$ cat src/rtl/tt_sweep_pkg.sv
// Shared types and sizing helpers for the exhaustive truth-table sweep harness.
package tt_sweep_pkg;

    typedef enum logic [1:0] {
        IDLE = 2'd0,
        RUN  = 2'd1,
        FIN  = 2'd2
    } state_t;

    localparam int N_IN_DEF = 7;
    localparam int TT_W     = 1 << N_IN_DEF;
    localparam int IDX_W    = N_IN_DEF + 1;

    // Number of hex digits in the classification signature for an n-input function.
    function automatic int tt_hex_width(input int n_in);
        return ((1 << n_in) + 3) / 4;
    endfunction

endpackage

$ cat src/rtl/tt_sweep_capture_settle_timer.sv
// Settle timer: counts up to SETTLE while enabled and raises a one-cycle
// sample strobe once x has been stable for SETTLE+1 cycles.
module tt_settle_timer #(
    parameter int SETTLE = 0
) (
    input  logic clk,
    input  logic srst,
    input  logic clr,
    input  logic en,
    output logic strobe
);

    logic [3:0] settle_cnt_reg;
    logic [3:0] settle_cnt_next;

    assign strobe = en && (settle_cnt_reg == 4'(SETTLE));

    always_comb begin
        settle_cnt_next = settle_cnt_reg;
        if (clr) begin
            settle_cnt_next = 4'd0;
        end else if (strobe) begin
            settle_cnt_next = 4'd0;
        end else if (en) begin
            settle_cnt_next = settle_cnt_reg + 4'd1;
        end
    end

    always_ff @(posedge clk) begin
        if (srst) begin
            settle_cnt_reg <= 4'd0;
        end else begin
            settle_cnt_reg <= settle_cnt_next;
        end
    end

endmodule

$ cat src/rtl/tt_sweep_capture.sv
// Drives every input vector onto an external combinational function and captures
// its output into a truth table. Optional onset counter: define TT_ONSET_COUNT_EN.
module tt_sweep_capture
    import tt_sweep_pkg::*;
#(
    parameter int N_IN   = 7,
    parameter int SETTLE = 0
) (
    input  logic                   clk,
    input  logic                   rst,
    input  logic                   start,
    output logic                   busy,
    output logic                   done,
    output logic [N_IN-1:0]        x,
    input  logic                   f_in,
    output logic [(1<<N_IN)-1:0]   tt,
    output logic                   tt_valid
`ifdef TT_ONSET_COUNT_EN
    ,
    output logic [N_IN:0]          onset
`endif
);

    localparam int TT_BITS  = 1 << N_IN;
    localparam int IDX_BITS = N_IN + 1;

    state_t                state_reg, state_next;
    logic [IDX_BITS-1:0]   idx_reg, idx_next;
    logic [TT_BITS-1:0]    tt_reg, tt_next, tt_we;
    logic                  tt_valid_reg, tt_valid_next;
    logic                  accept;
    logic                  sample;

    tt_settle_timer #(
        .SETTLE (SETTLE)
    ) u_settle (
        .clk    (clk),
        .srst   (rst),
        .clr    (accept),
        .en     (state_reg == RUN),
        .strobe (sample)
    );

    always_comb begin
        state_next    = state_reg;
        idx_next      = idx_reg;
        tt_valid_next = tt_valid_reg;
        busy          = 1'b0;
        done          = 1'b0;
        accept        = 1'b0;
        case (state_reg)
            IDLE: begin
                if (start) begin
                    accept        = 1'b1;
                    state_next    = RUN;
                    idx_next      = '0;
                    tt_valid_next = 1'b0;
                end
            end
            RUN: begin
                busy = 1'b1;
                if (sample) begin
                    if (idx_reg == IDX_BITS'(TT_BITS - 1)) begin
                        state_next = FIN;
                    end else begin
                        idx_next = idx_reg + 1'b1;
                    end
                end
            end
            FIN: begin
                done          = 1'b1;
                tt_valid_next = 1'b1;
                idx_next      = '0;
                state_next    = IDLE;
            end
            default: begin
                state_next = IDLE;
            end
        endcase
    end

    // One write-enable per table bit; only the bit addressed by idx is replaced.
    for (genvar gi = 0; gi < TT_BITS; gi++) begin : g_tt_we
        assign tt_we[gi] = sample && (idx_reg[N_IN-1:0] == N_IN'(gi));
    end

    assign tt_next = (tt_reg & ~tt_we) | (tt_we & {TT_BITS{f_in}});

    always_ff @(posedge clk) begin
        if (rst) begin
            state_reg    <= IDLE;
            idx_reg      <= '0;
            tt_reg       <= '0;
            tt_valid_reg <= 1'b0;
        end else begin
            state_reg    <= state_next;
            idx_reg      <= idx_next;
            tt_reg       <= tt_next;
            tt_valid_reg <= tt_valid_next;
        end
    end

    assign x        = idx_reg[N_IN-1:0];
    assign tt       = tt_reg;
    assign tt_valid = tt_valid_reg;

`ifdef TT_ONSET_COUNT_EN
    logic [N_IN:0] onset_reg;

    always_ff @(posedge clk) begin
        if (rst) begin
            onset_reg <= '0;
        end else if (accept) begin
            onset_reg <= '0;
        end else if (sample && f_in) begin
            onset_reg <= onset_reg + 1'b1;
        end
    end

    assign onset = onset_reg;
`endif

endmodule
$ cat config.mk
export PLATFORM = sky130hd
export DESIGN_NAME = tt_sweep_capture
export DESIGN_NICKNAME = d
export VERILOG_FILES = /design/src/rtl/tt_sweep_pkg.sv /design/src/rtl/tt_sweep_capture_settle_timer.sv /design/src/rtl/tt_sweep_capture.sv
export SDC_FILE = /design/constraint.sdc
export NUM_CORES = 1
export LEC_CHECK = 0
export ABC_AREA = 1
export CAP_MARGIN = 40
export CORE_MARGIN = 3
export CORE_UTILIZATION = 40
export DETAILED_ROUTE_END_ITERATION = 10
export PLACE_DENSITY = 0.66
export SLEW_MARGIN = 0
export SYNTH_ARGS = -nofsm -noshare
export SYNTH_HDL_FRONTEND = slang
export SYNTH_SLANG_ARGS = --single-unit
$ cat constraint.sdc
create_clock -name clk -period 2.8 [get_ports clk]
set_input_delay 0.28 -clock clk [delete_from_list [all_inputs] [get_ports clk]]
set_output_delay 0.28 -clock clk [all_outputs]
set_load 0.05 [all_outputs]
Word level (Yosys, flattened, before mapping):

Index checks and enable logic that the tools add are counted.

* flip-flop bits (word level): 143
* input port bits: 4
* output and inout port bits: 138

* reductions and logical operators: 138
* bitwise operators: 4
* equality and inequality tests: 134
* add/subtract/negate cells: 2
* muxes and demuxes: 14

Operator list (count)
* 7-bit == test, second input constant: 64
* 128-bit bitwise AND: 2
* 7-bit by 6-bit == test with 1-bit output, second input constant: 32
* 1-bit logical AND: 129
* 128-bit NOT: 1
* 128-bit bitwise OR: 1
* 7-bit by 5-bit == test with 1-bit output, second input constant: 16
* 7-bit by 4-bit == test with 1-bit output, second input constant: 8
* 7-bit by 3-bit == test with 1-bit output, second input constant: 4
* 8-bit 2-to-1 mux: 3
* 8-bit case mux with 3 select lines: 1
* 7-bit by 2-bit == test with 1-bit output, second input constant: 2
* 8-bit by 1-bit adder with 8-bit output, second input constant: 1
* 8-bit by 7-bit == test with 1-bit output, second input constant: 1
* 2-bit != test, second input constant: 4
* 7-bit by 1-bit == test with 1-bit output, second input constant: 1
* 7-bit zero test: 1
* 2-bit 2-to-1 mux: 3
* 1-bit 2-to-1 mux: 5
* 4-bit by 1-bit adder with 4-bit output, second input constant: 1
* 4-bit zero test: 1
* 2-bit case mux with 2 select lines: 1
* 4-bit AND reduction: 1
* 3-bit AND reduction: 1
* other kinds (8): 8

Logic depth before layout (Yosys ltp):

Gate-level depths: netlist of the first run.

* depth in word-level cells: 6
* depth in mapped cells: 10
* depth with buffers taken out: 10

By module:

From an unflattened synthesis of the first run, not the netlist that was laid out.

* cell total of the unflattened synthesis: 772
* area total of the unflattened synthesis: 6090.8 um^2

Modules (own cells, without submodules)
* tt_sweep_capture: cells an instance 742, area an instance 5875.6 um^2, instances 1
* tt_settle_timer: cells an instance 30, area an instance 215.2 um^2, instances 1

Worst setup path after synthesis of the first run:

No wires, ideal clock.

* path type: register to register
* start point: register state_reg[0]
* end point: register idx_reg[5]
* setup slack: 1.242 ns
* stages on the path, launching flop included: 10
* arrival: 1.494 ns
* cells stage by stage: dfxtp_1 -> nand2_2 -> clkbuf_8 -> inv_2 -> nand2_1 -> nand2_2 -> nand2_4 -> inv_1 -> nor2_1 -> nor2_1

* longest elaborated chain between the ends: 4
* elaborated cells between the ends (all ways): 10

Ends and longest elaborated chain
* start: declaration: line tt_sweep_capture.sv:27 `state_t state_reg, state_next;`
* start signal: assignment: line tt_sweep_capture.sv:96 `state_reg <= state_next;`
* 2-bit by 1-bit == test with 1-bit output: line tt_sweep_capture.sv:40, tt_sweep_capture.sv:51
* 1-bit logical AND: line tt_sweep_capture_settle_timer.sv:16 `assign strobe = en && (settle_cnt_reg == 4'(SETTLE));`
* 2-bit != test (no line)
* 4-bit AND reduction (no line)
* end signal: assignment: line tt_sweep_capture.sv:97 `idx_reg <= idx_next;`
* end: declaration: line tt_sweep_capture.sv:28 `logic [IDX_BITS-1:0] idx_reg, idx_next;`

Several ways; a longest one is shown, not always the timed one.
A chain may end at the register's enable or synchronous reset.

Final worst setup path of the first run:

* start point: register state_reg[0]
* end point: output port busy

* longest elaborated chain between the ends: 2

Ends and longest elaborated chain
* 2-bit by 1-bit == test with 1-bit output: line tt_sweep_capture.sv:51 `case (state_reg)`
* 1-bit 2-to-1 mux: line tt_sweep_capture.sv:51
* end: declaration: line tt_sweep_capture.sv:12 `output logic busy,`

Every way passes these cells.

==> results_dict.tcl, run 1 <==
set metrics [dict create \
    status "completed" \
    fp-row-count 45 \
    syn_area_sq_um 6354 \
    ys_warn_count 0 \
    area_growth_pct 32.59 \
    first_global_vias 5584 \
    holdWs_ps 424.0 \
    synth-seq-area-share_pct 45.06 \
    cts_sinks 143 \
    path_delay_family "buffers and inverters" \
    firstDrtPassIters 5 \
    critical_path_required_ps 2520 \
    dp_hpwl_um 12250 \
    cap_violations 0 \
    syn_area_per_cell_sq_um 7.270 \
    hold_buffers 0 \
    clk_latency_ps 430 \
    cts_made_buffers 17 \
    critPathLaunchType "flop" \
    synthCells 874 \
    layout-drive-gt1-share_pct 7.273 \
    cp_slowest_stage_delay_ps 830 \
    drtIter0Drc 596 \
    ff_latch_area_sq_um 2863 \
    layout_common_cells "216 x nor2_1, 143 x dfxtp_1, 140 x clkdlybuf4s50_1" \
    path_buf_inv 2 \
    die_area_sq_um 17430 \
    synth_cell_type_count 31 \
    rsz0062_at_grt "no" \
    io_pins 142 \
    fin_setup_tns_ps 0 \
    synth_seq_cells 143 \
    hold_violations 0 \
    setup.worst_path.end_class "output port" \
    grt_pass1_wl_um 30710 \
    maxSlewViolCount 0 \
    min_path_cells 3 \
    diodes 0 \
    finClkSkew_ps 8.328 \
    rr_worst_depth 7 \
    rrSetupSlack_ps 630 \
    multi_input_area_sq_um 3000 \
    core_sq_um 15370 \
    relSlewSlack_pct 57.37 \
    crit_chain "nand2_2 > inv_2 > clkdlybuf4s50_1" \
    synthTopCellsByArea "dfxtp_1 45%, nor2_1 13%, nor3_1 8.1%" \
    globalplace.congestion 0.8584 \
    grt_overflow 0 \
    cts_resized 0 \
    cts_tree "done" \
    htree_levels 4 \
    via_per_inst 5.175 \
    ir_worst_vdd_mv 0.4344 \
    period_share_pct 83.31 \
    tightest_slew_ps 637.9 \
    hp-class "in -> reg" \
    setup_viol 0 \
    grt_antenna_before_repair 0 \
    grt_usage_pct 22.01 \
    power_leakage_uw 0.002989 \
    timing.fmax_mhz 428.7 \
    path_class "reg -> out" \
    finish.net_count 988 \
    mostFrequentLayoutCell "nor2_1" \
    crit_slowest_cell "clkdlybuf4s50_1" \
    vias 6215 \
    detail-route-antenna-nets 0 \
    io_buffers 141 \
    die_y_um 132.0 \
    totalWireLength_um 19340 \
    synth_top_area_cell "dfxtp_1" \
    clk_path_buf_depth 2 \
    cts.root.buffer_cell "clkbuf_16" \
    syn_nets 884 \
    fin_crit_ps 2333 \
    drcViolationCount 0 \
    crit_arrival_ps 2050 \
    dieWidth_um 132.0 \
    powerDensity_nw_per_um2 570.0 \
    wl_per_cell_um 16.10 \
    clk_pin_slew_ps 60 \
    fillers 1425 \
    grt_max_degree 67 \
    worstPathMaxFanout 11 \
    postCtsSetupBuffers 0 \
    r2r-start "u_settle.settle_cnt_reg[0]" \
    min_from "f_in" \
    synth_top_cell_area_share_pct 45.06 \
    initial_core_util_pct 41.33 \
]
==> kinds of logic after synthesis <==
kind of cell	share of synthesized area [%]
adder cells (fa/ha/maj)	1.182
XOR/XNOR	0.2757
AO/OA/AOI/OAI	12.62
buffers and inverters	7.720
AND/OR/NAND/NOR	33.14
flip-flops	45.06
==> cell type report <==
class | instances | area share (%)
Multi-Input combinational cell | 628 | 35.62
Sequential cell | 143 | 33.98
Timing Repair Buffer | 160 | 18.80
Clock buffer | 23 | 5.674
Tap cell | 211 | 3.134
Clock inverter | 8 | 1.545
Inverter | 28 | 1.248
==> metrics by stage <==
step                      total power [uW]  worst slack, ps  instance area (sq um)  cells  utilization, %
after floorplan                       2406             1242                   6354    874               -
after global placement                2487            717.2                   7801   1169           50.75
after detailed placement              2493            637.5                   7816   1170           50.85
after CTS                             4839            441.7                   8424   1201           54.81
after global routing                  4962            362.0                   8424   1201           54.81
final                                 4802            467.4                   8424   1201           54.81
==> worst max-delay path by stage <==
stage / endpoint / slack [ps] / startpoint / cells past startpoint
after floorplan: idx_reg[5] / 1240 / state_reg[0] / 9
after global placement: flop / 720 / u_settle.settle_cnt_reg[0] / 7
after detailed placement: flop / 640 / u_settle.settle_cnt_reg[0] / 7
after CTS: busy / 440 / state_reg[0] / 3
after global routing: busy / 360 / state_reg[0] / 3
final: busy / 470 / state_reg[0] / 3
==> where the power goes <==
group          internal [uW]  switching, uW  leakage, uW
Clock                   1470            879     0.000286
Combinational           95.6            285      0.00155
Sequential              2050           20.1      0.00115
Total                   3620           1180      0.00299
==> synthesized netlist by cell type (all sizes together) <==
master	number
nand3	31
dfxtp	143
inv	27
ha	6
nor2	222
nand4	24
nor4	1
a21oi	36
nor3b	13
o21bai	13
clkbuf	48
nand3b	1
nand2	71
or2	1
buf	27
xor2	1
xnor2	1
clkinv	1
o21ai	104
nor3	103
==> per-layer routing <==
| layer | share of wire, % | GRT usage, % |
|---|---|---|
| met1 | 47 | 30.18 |
| met2 | 44 | 32.67 |
| met3 | 7.0 | 6.641 |
| met4 | 2.3 | 8.285 |
| met5 | 0 | 0 |
==> worst register-to-register path, cell delays in order, from the launching register on <==
cell     delay, ps
dfxtp_1        330
inv_1           80
ha_1           160
nand2_1        130
nor2_4         410
nand2_1        520
o21ai_0        320
a21oi_1         90
Power figures use the tool's default switching activity.
==> inputs of run 2 (changes only) <==
==> constraint.sdc (replaced) <==
create_clock -name clk -period 2.4 [get_ports clk]
set_input_delay 0.24 -clock clk [delete_from_list [all_inputs] [get_ports clk]]
set_output_delay 0.24 -clock clk [all_outputs]
set_load 0.05 [all_outputs]
==> results_dict.tcl, run 2 (synthesis gave the netlist of run 1 again) <==
set metrics [dict create \
    postCtsSetupBuffers 0 \
    critPathLaunchType "flop" \
    powerDensity_nw_per_um2 655.8 \
    worstPathMaxFanout 8 \
    clk_pin_slew_ps 60 \
    hold_buffers 0 \
    totalWireLength_um 19470 \
    via_per_inst 5.177 \
    path_class "reg -> out" \
    hold_violations 0 \
    cap_violations 0 \
    cts_tree "done" \
    power_leakage_uw 0.003039 \
    rsz0062_at_grt "no" \
    grt_max_degree 87 \
    period_share_pct 85.58 \
    grt_pass1_wl_um 30930 \
    setup.worst_path.end_class "output port" \
    firstDrtPassIters 5 \
    globalplace.congestion 0.8325 \
    maxSlewViolCount 0 \
    total_power_uw 5563 \
    clk_path_buf_depth 2 \
    ir_worst_vdd_mv 0.4378 \
    setup_viol 0 \
    wl_per_cell_um 16.09 \
    first_global_vias 5746 \
    drtIter0Drc 506 \
    crit_slowest_cell "clkdlybuf4s50_1" \
    cp_slowest_stage_delay_ps 890 \
    diodes 0 \
    critical_path_required_ps 2160 \
    detail-route-antenna-nets 0 \
    dieWidth_um 132.0 \
    tightest_slew_ps 583.6 \
    fin_crit_ps 2054 \
    vias 6264 \
    hp-class "in -> reg" \
    cts_made_buffers 17 \
    fp-row-count 45 \
    setup_slack_ps 346.0 \
    path_delay_family "buffers and inverters" \
    holdWs_ps 314.8 \
    layout_common_cells "216 x nor2_1, 143 x dfxtp_1, 139 x clkdlybuf4s50_1" \
    mostFrequentLayoutCell "nor2_1" \
    grt_usage_pct 22.00 \
    layout.cells.non_filler 1210 \
    layout-drive-gt1-share_pct 8.108 \
    io_buffers 141 \
    cts_resized 0 \
    relSlewSlack_pct 60.97 \
    area_growth_pct 33.50 \
    cts.root.buffer_cell "clkbuf_16" \
    crit_arrival_ps 1810 \
    fin_setup_tns_ps 0 \
    finClkSkew_ps 7.977 \
    die_area_sq_um 17430 \
    path_buf_inv 1 \
    grt_overflow 0 \
    finish.net_count 996 \
    drcViolationCount 0 \
    htree_levels 4 \
    placedCellCount 1178 \
    initial_core_util_pct 41.33 \
    place_ws_ps 495.0 \
    timing.fmax_mhz 486.9 \
    status "completed" \
    io_pins 142 \
    dp_hpwl_um 12600 \
    core_sq_um 15370 \
    clk_latency_ps 420 \
    cts_sinks 143 \
    grt_antenna_before_repair 0 \
    die_y_um 132.0 \
    crit_chain "clkdlybuf4s50_1" \
]
==> run 2: cell types whose count changed in the layout (fill, tap and decap cells not counted) <==
cell and change:
clkbuf_8 -3, buf_8 -1, buf_4 +8, inv_6 +1
clkdlybuf4s50_1 -1, buf_12 +1, clkinv_4 +2, dlymetal6s2s_1 +1
clkinv_2 +1
==> run 2: final cells by class <==
cell class | instances | area [sq um]
Clock inverter | 12 | 161.4
Tap cell | 211 | 264.0
Multi-Input combinational cell | 628 | 3000
Fill cell | 1458 | 6889
Clock buffer | 20 | 436.7
Inverter | 28 | 105.1
Sequential cell | 143 | 2863
Timing Repair Buffer | 168 | 1652
==> run 2: power breakdown <==
part           switching [uW]  internal (uW)
Clock                    1060           1640
Combinational             331            109
Sequential               23.3           2390
==> run 2: final timing paths <==
kind | cells past startpoint | from | slack (ps) | to
setup / recovery | 1 | idx_reg[5] | 350 | x[5]
setup reg to reg | 8 | u_settle.settle_cnt_reg[0] | 480 | flop
hold / removal | 3 | f_in | 310 | flop
hold reg to reg | 2 | flop | 460 | flop
==> run 2: per-layer routing <==
metal / part of all wire [%] / global-route usage [%]
met1: 48 / 29.94
met2: 43 / 32.87
met3: 6.5 / 6.336
met4: 2.4 / 8.868
met5: 0 / 0
==> run 2: metrics by stage <==
step	cell area, sq um	util [%]
finish	8482	55.18
floorplan	6354	-
global route	8482	55.18
global placement	7881	51.27
CTS	8479	55.16
detailed placement	7881	51.27
==> RTL change (settings of run 2) <==
Add a define of `TT_ONSET_COUNT_EN`.
--- a/src/rtl/tt_sweep_capture.sv
+++ b/src/rtl/tt_sweep_capture.sv
@@ -2,2 +2,4 @@
 // its output into a truth table. Optional onset counter: define TT_ONSET_COUNT_EN.
+`define TT_ONSET_COUNT_EN
+
 module tt_sweep_capture
Behaviour (old outputs only; new: onset): unchanged (equiv_simple and equiv_induct, registers matched by name and starting in step).
==> RTL change against run 2 <==
  * Clock power decreased by 4%
  * Area after synthesis rose by 4.0%
  * Global-route usage grew 0.13 points
  * Synthesized cell count grew 7.3%
  * Cell count rose by 6.1%
  * Power increased by 0.98%
  * Worst setup slack worse by 150 ps
  * Worst hold slack better by 39 ps
  * Sequential cell count rose by 8
  * Final area rose by 3.9%
  * First-iteration DRC count down 1.4%
  * Sequential power rose by 6%
  * Wire length is 3.3% higher
  * Largest power group unchanged
  * Critical path type unchanged
==> RTL change: results (changes against run 2) <==
Parameter                              Value

Global route
  Met1 Usage GRT    28.4% (-1.6 points)
  Pin count of the biggest net entering global routing    96 (+10%)
  Number of global-route vias before repair    5,916 (+3.0%)
  Global Route met2 Usage    34.4% (+1.5 points)
  Global-route wire length before repair    31,700 um (+2.6%)
  Global routing usage on met3    9.35% (+3.0 points)
  Total global routing track utilization    22.1% (+0.13 points)

Finish
  Clock buffers and inverters, area share    6.47% (-0.58 points)
  Number of ordinary and repair buffers in the finished layout    174 (+3.6%)
  Count of clock-net buffers in the final layout    19 (-5.0%)
  Combined flip-flop and latch cell area    3020 um^2 (+5.6%)
  Multi-Input Combinational    676 (+7.6%)
  Ratio of cells with drive above 1 in the final layout    6.84% (-1.3 points)
  Inverters    36 (+29%)
  Layout fillers    1,555 (+6.7%)
  Number of nets in the layout    1,067 (+7.1%)
  Non-Clock Buffer Area Fraction    19.3% (-0.18 points)
  Share of the final layout cell area in multi-input gates    35.3% (about the same)

STA
  Final count of negative-setup-slack endpoints    0 (unchanged)
  Tightest Pin Transition    767 ps (+183 ps)
  Clock skew after layout    8.88 ps (+0.908 ps)
  Final sum of negative setup slack    0 ps (unchanged)
  Min Hold Slack    354 ps (+39.0 ps)

Synth
  Number of flip-flops and latches in the synthesized netlist    151 (+5.6%)
  Top area cells in the synthesized netlist    dfxtp_1, nor2_1, o21ai_0
  Asr flop ratio synth    0% (unchanged)
  Post-Synth Adder-Cell Area    1.33% (+0.14 points)
  Fraction of the mapped netlist area in compound gates    11.8% (-0.81 points)
  Commonest cells in the netlist    nor2_1, dfxtp_1, o21ai_0
  Share of synthesized area occupied by flip-flops and latches    45.7% (+0.67 points)
  Number of distinct library cell variants in the gate-level netlist after synthesis    23 (-26%)
  Synth Net Count    949 (+7.4%)
  Synthesized-area fraction occupied by xor and xnor cells    0.530% (+0.25 points)

Detailed routing
  Met2 Routed Length    9210 um (+9.7%)
  Number of DRC violations after detailed-routing iteration 0    499 (-1.4%)
  Routed length on met3    1780 um (+41%)
  Post-detailed-route count of antenna-violating nets    0 (unchanged)
  Sum of routed wire segments on met1    8970 um (-3.9%)
  Via Count    6,545 (+4.5%)
  Detailed Route WL    20,100 um (+3.3%)

Setup path
  Length in cells of the worst reg-to-reg path    7 (-1)
  Critical path arrival    1960 ps (+150 ps)
  Worst Path Max Fanout    15 (+7)
  R2r setup slk    450 ps (-30 ps)
  RR Startpoint    u_settle.settle_cnt_reg[0]
  Worst path max stage delay    910 ps (+20 ps)

Placement
  Count of buffers from port buffering    149 (+5.7%)
  Post-DP HPWL    12,900 um (+2.5%)
  Final RePlAce weighted congestion    0.809 (-2.8%)

Power and ir drop
  Largest vdd supply drop    0.000566 V (+29%)
  Power attributed to sequential cells    0.00256 W (+6%)
  Clk network pwr share    46.1% (-2.6 points)
  Static power due to leakage    3.20 nW (+5.3%)
  Sw Share    26.4% (+0.98 points)

Clock network
  # Post-CTS Setup Buffers    0 (unchanged)
  Buffer levels on the longest clock path    2 (unchanged)

Outcome
  Result of the run    completed
-- RTL change: cell count changes after synthesis, moves of 7 or more --
| cell | before | now |
|---|---|---|
| o21bai_1 | 13 | 0 |
| nor2_1 | 216 | 259 |
| nor3_1 | 103 | 116 |
| nor3b_1 | 13 | 0 |
| inv_1 | 25 | 36 |
| clkbuf_1 | 47 | 54 |
| dfxtp_1 | 143 | 151 |
| nand2_1 | 58 | 71 |
| nand4_1 | 24 | 10 |
| o21ai_0 | 103 | 117 |
-- RTL change: timing repair --
| item | in CTS | in global routing |
|---|---|---|
| endpoints found under the hold margin | 0 | 0 |
| endpoints found under the setup margin | 1 | 0 |
| gates resized for setup | 1 | 0 |
-- RTL change: kinds of logic (layout without fill, tap and decap cells) --
family | count (synthesis) | after routing
and+or+nand+nor | 509 | 509
adders and majority gates | 7 | 7
DFF | 151 | 151
xor gates and xnor gates | 4 | 4
AOI/OAI and AO/OA | 156 | 156
buffers and inverters | 111 | 241
-- RTL change: through the flow --
step           setup WS [ps]  cell area [um^2]  power, W  instances
2_1_floorplan            786              6610   0.00295        938
3_3_place_gp             492              8250   0.00308       1253
3_5_place_dp             404              8250   0.00308       1253
4_1_cts                  179              8810   0.00567       1284
5_1_grt                  115              8810   0.00581       1284
6_report                 201              8810   0.00562       1284
-- RTL change: worst max path at each step --
stage / endpoint / cells after the start / from
after floorplan: idx_reg[5] / 10 / idx_reg[0]
after global routing: x[2] / 1 / idx_reg[2]
final: x[2] / 1 / idx_reg[2]
after detailed placement: busy / 3 / state_reg[0]
after CTS: x[2] / 1 / idx_reg[2]
after global placement: busy / 3 / state_reg[0]
-- RTL change: worst reg2reg max path, delay by kind of cell (launching register included) --
family                   cells  cell delay, ps
AND/OR/NAND/NOR              5            1270
flip-flops                   1             330
adder cells (fa/ha/maj)      1             140
buffers and inverters        1              80
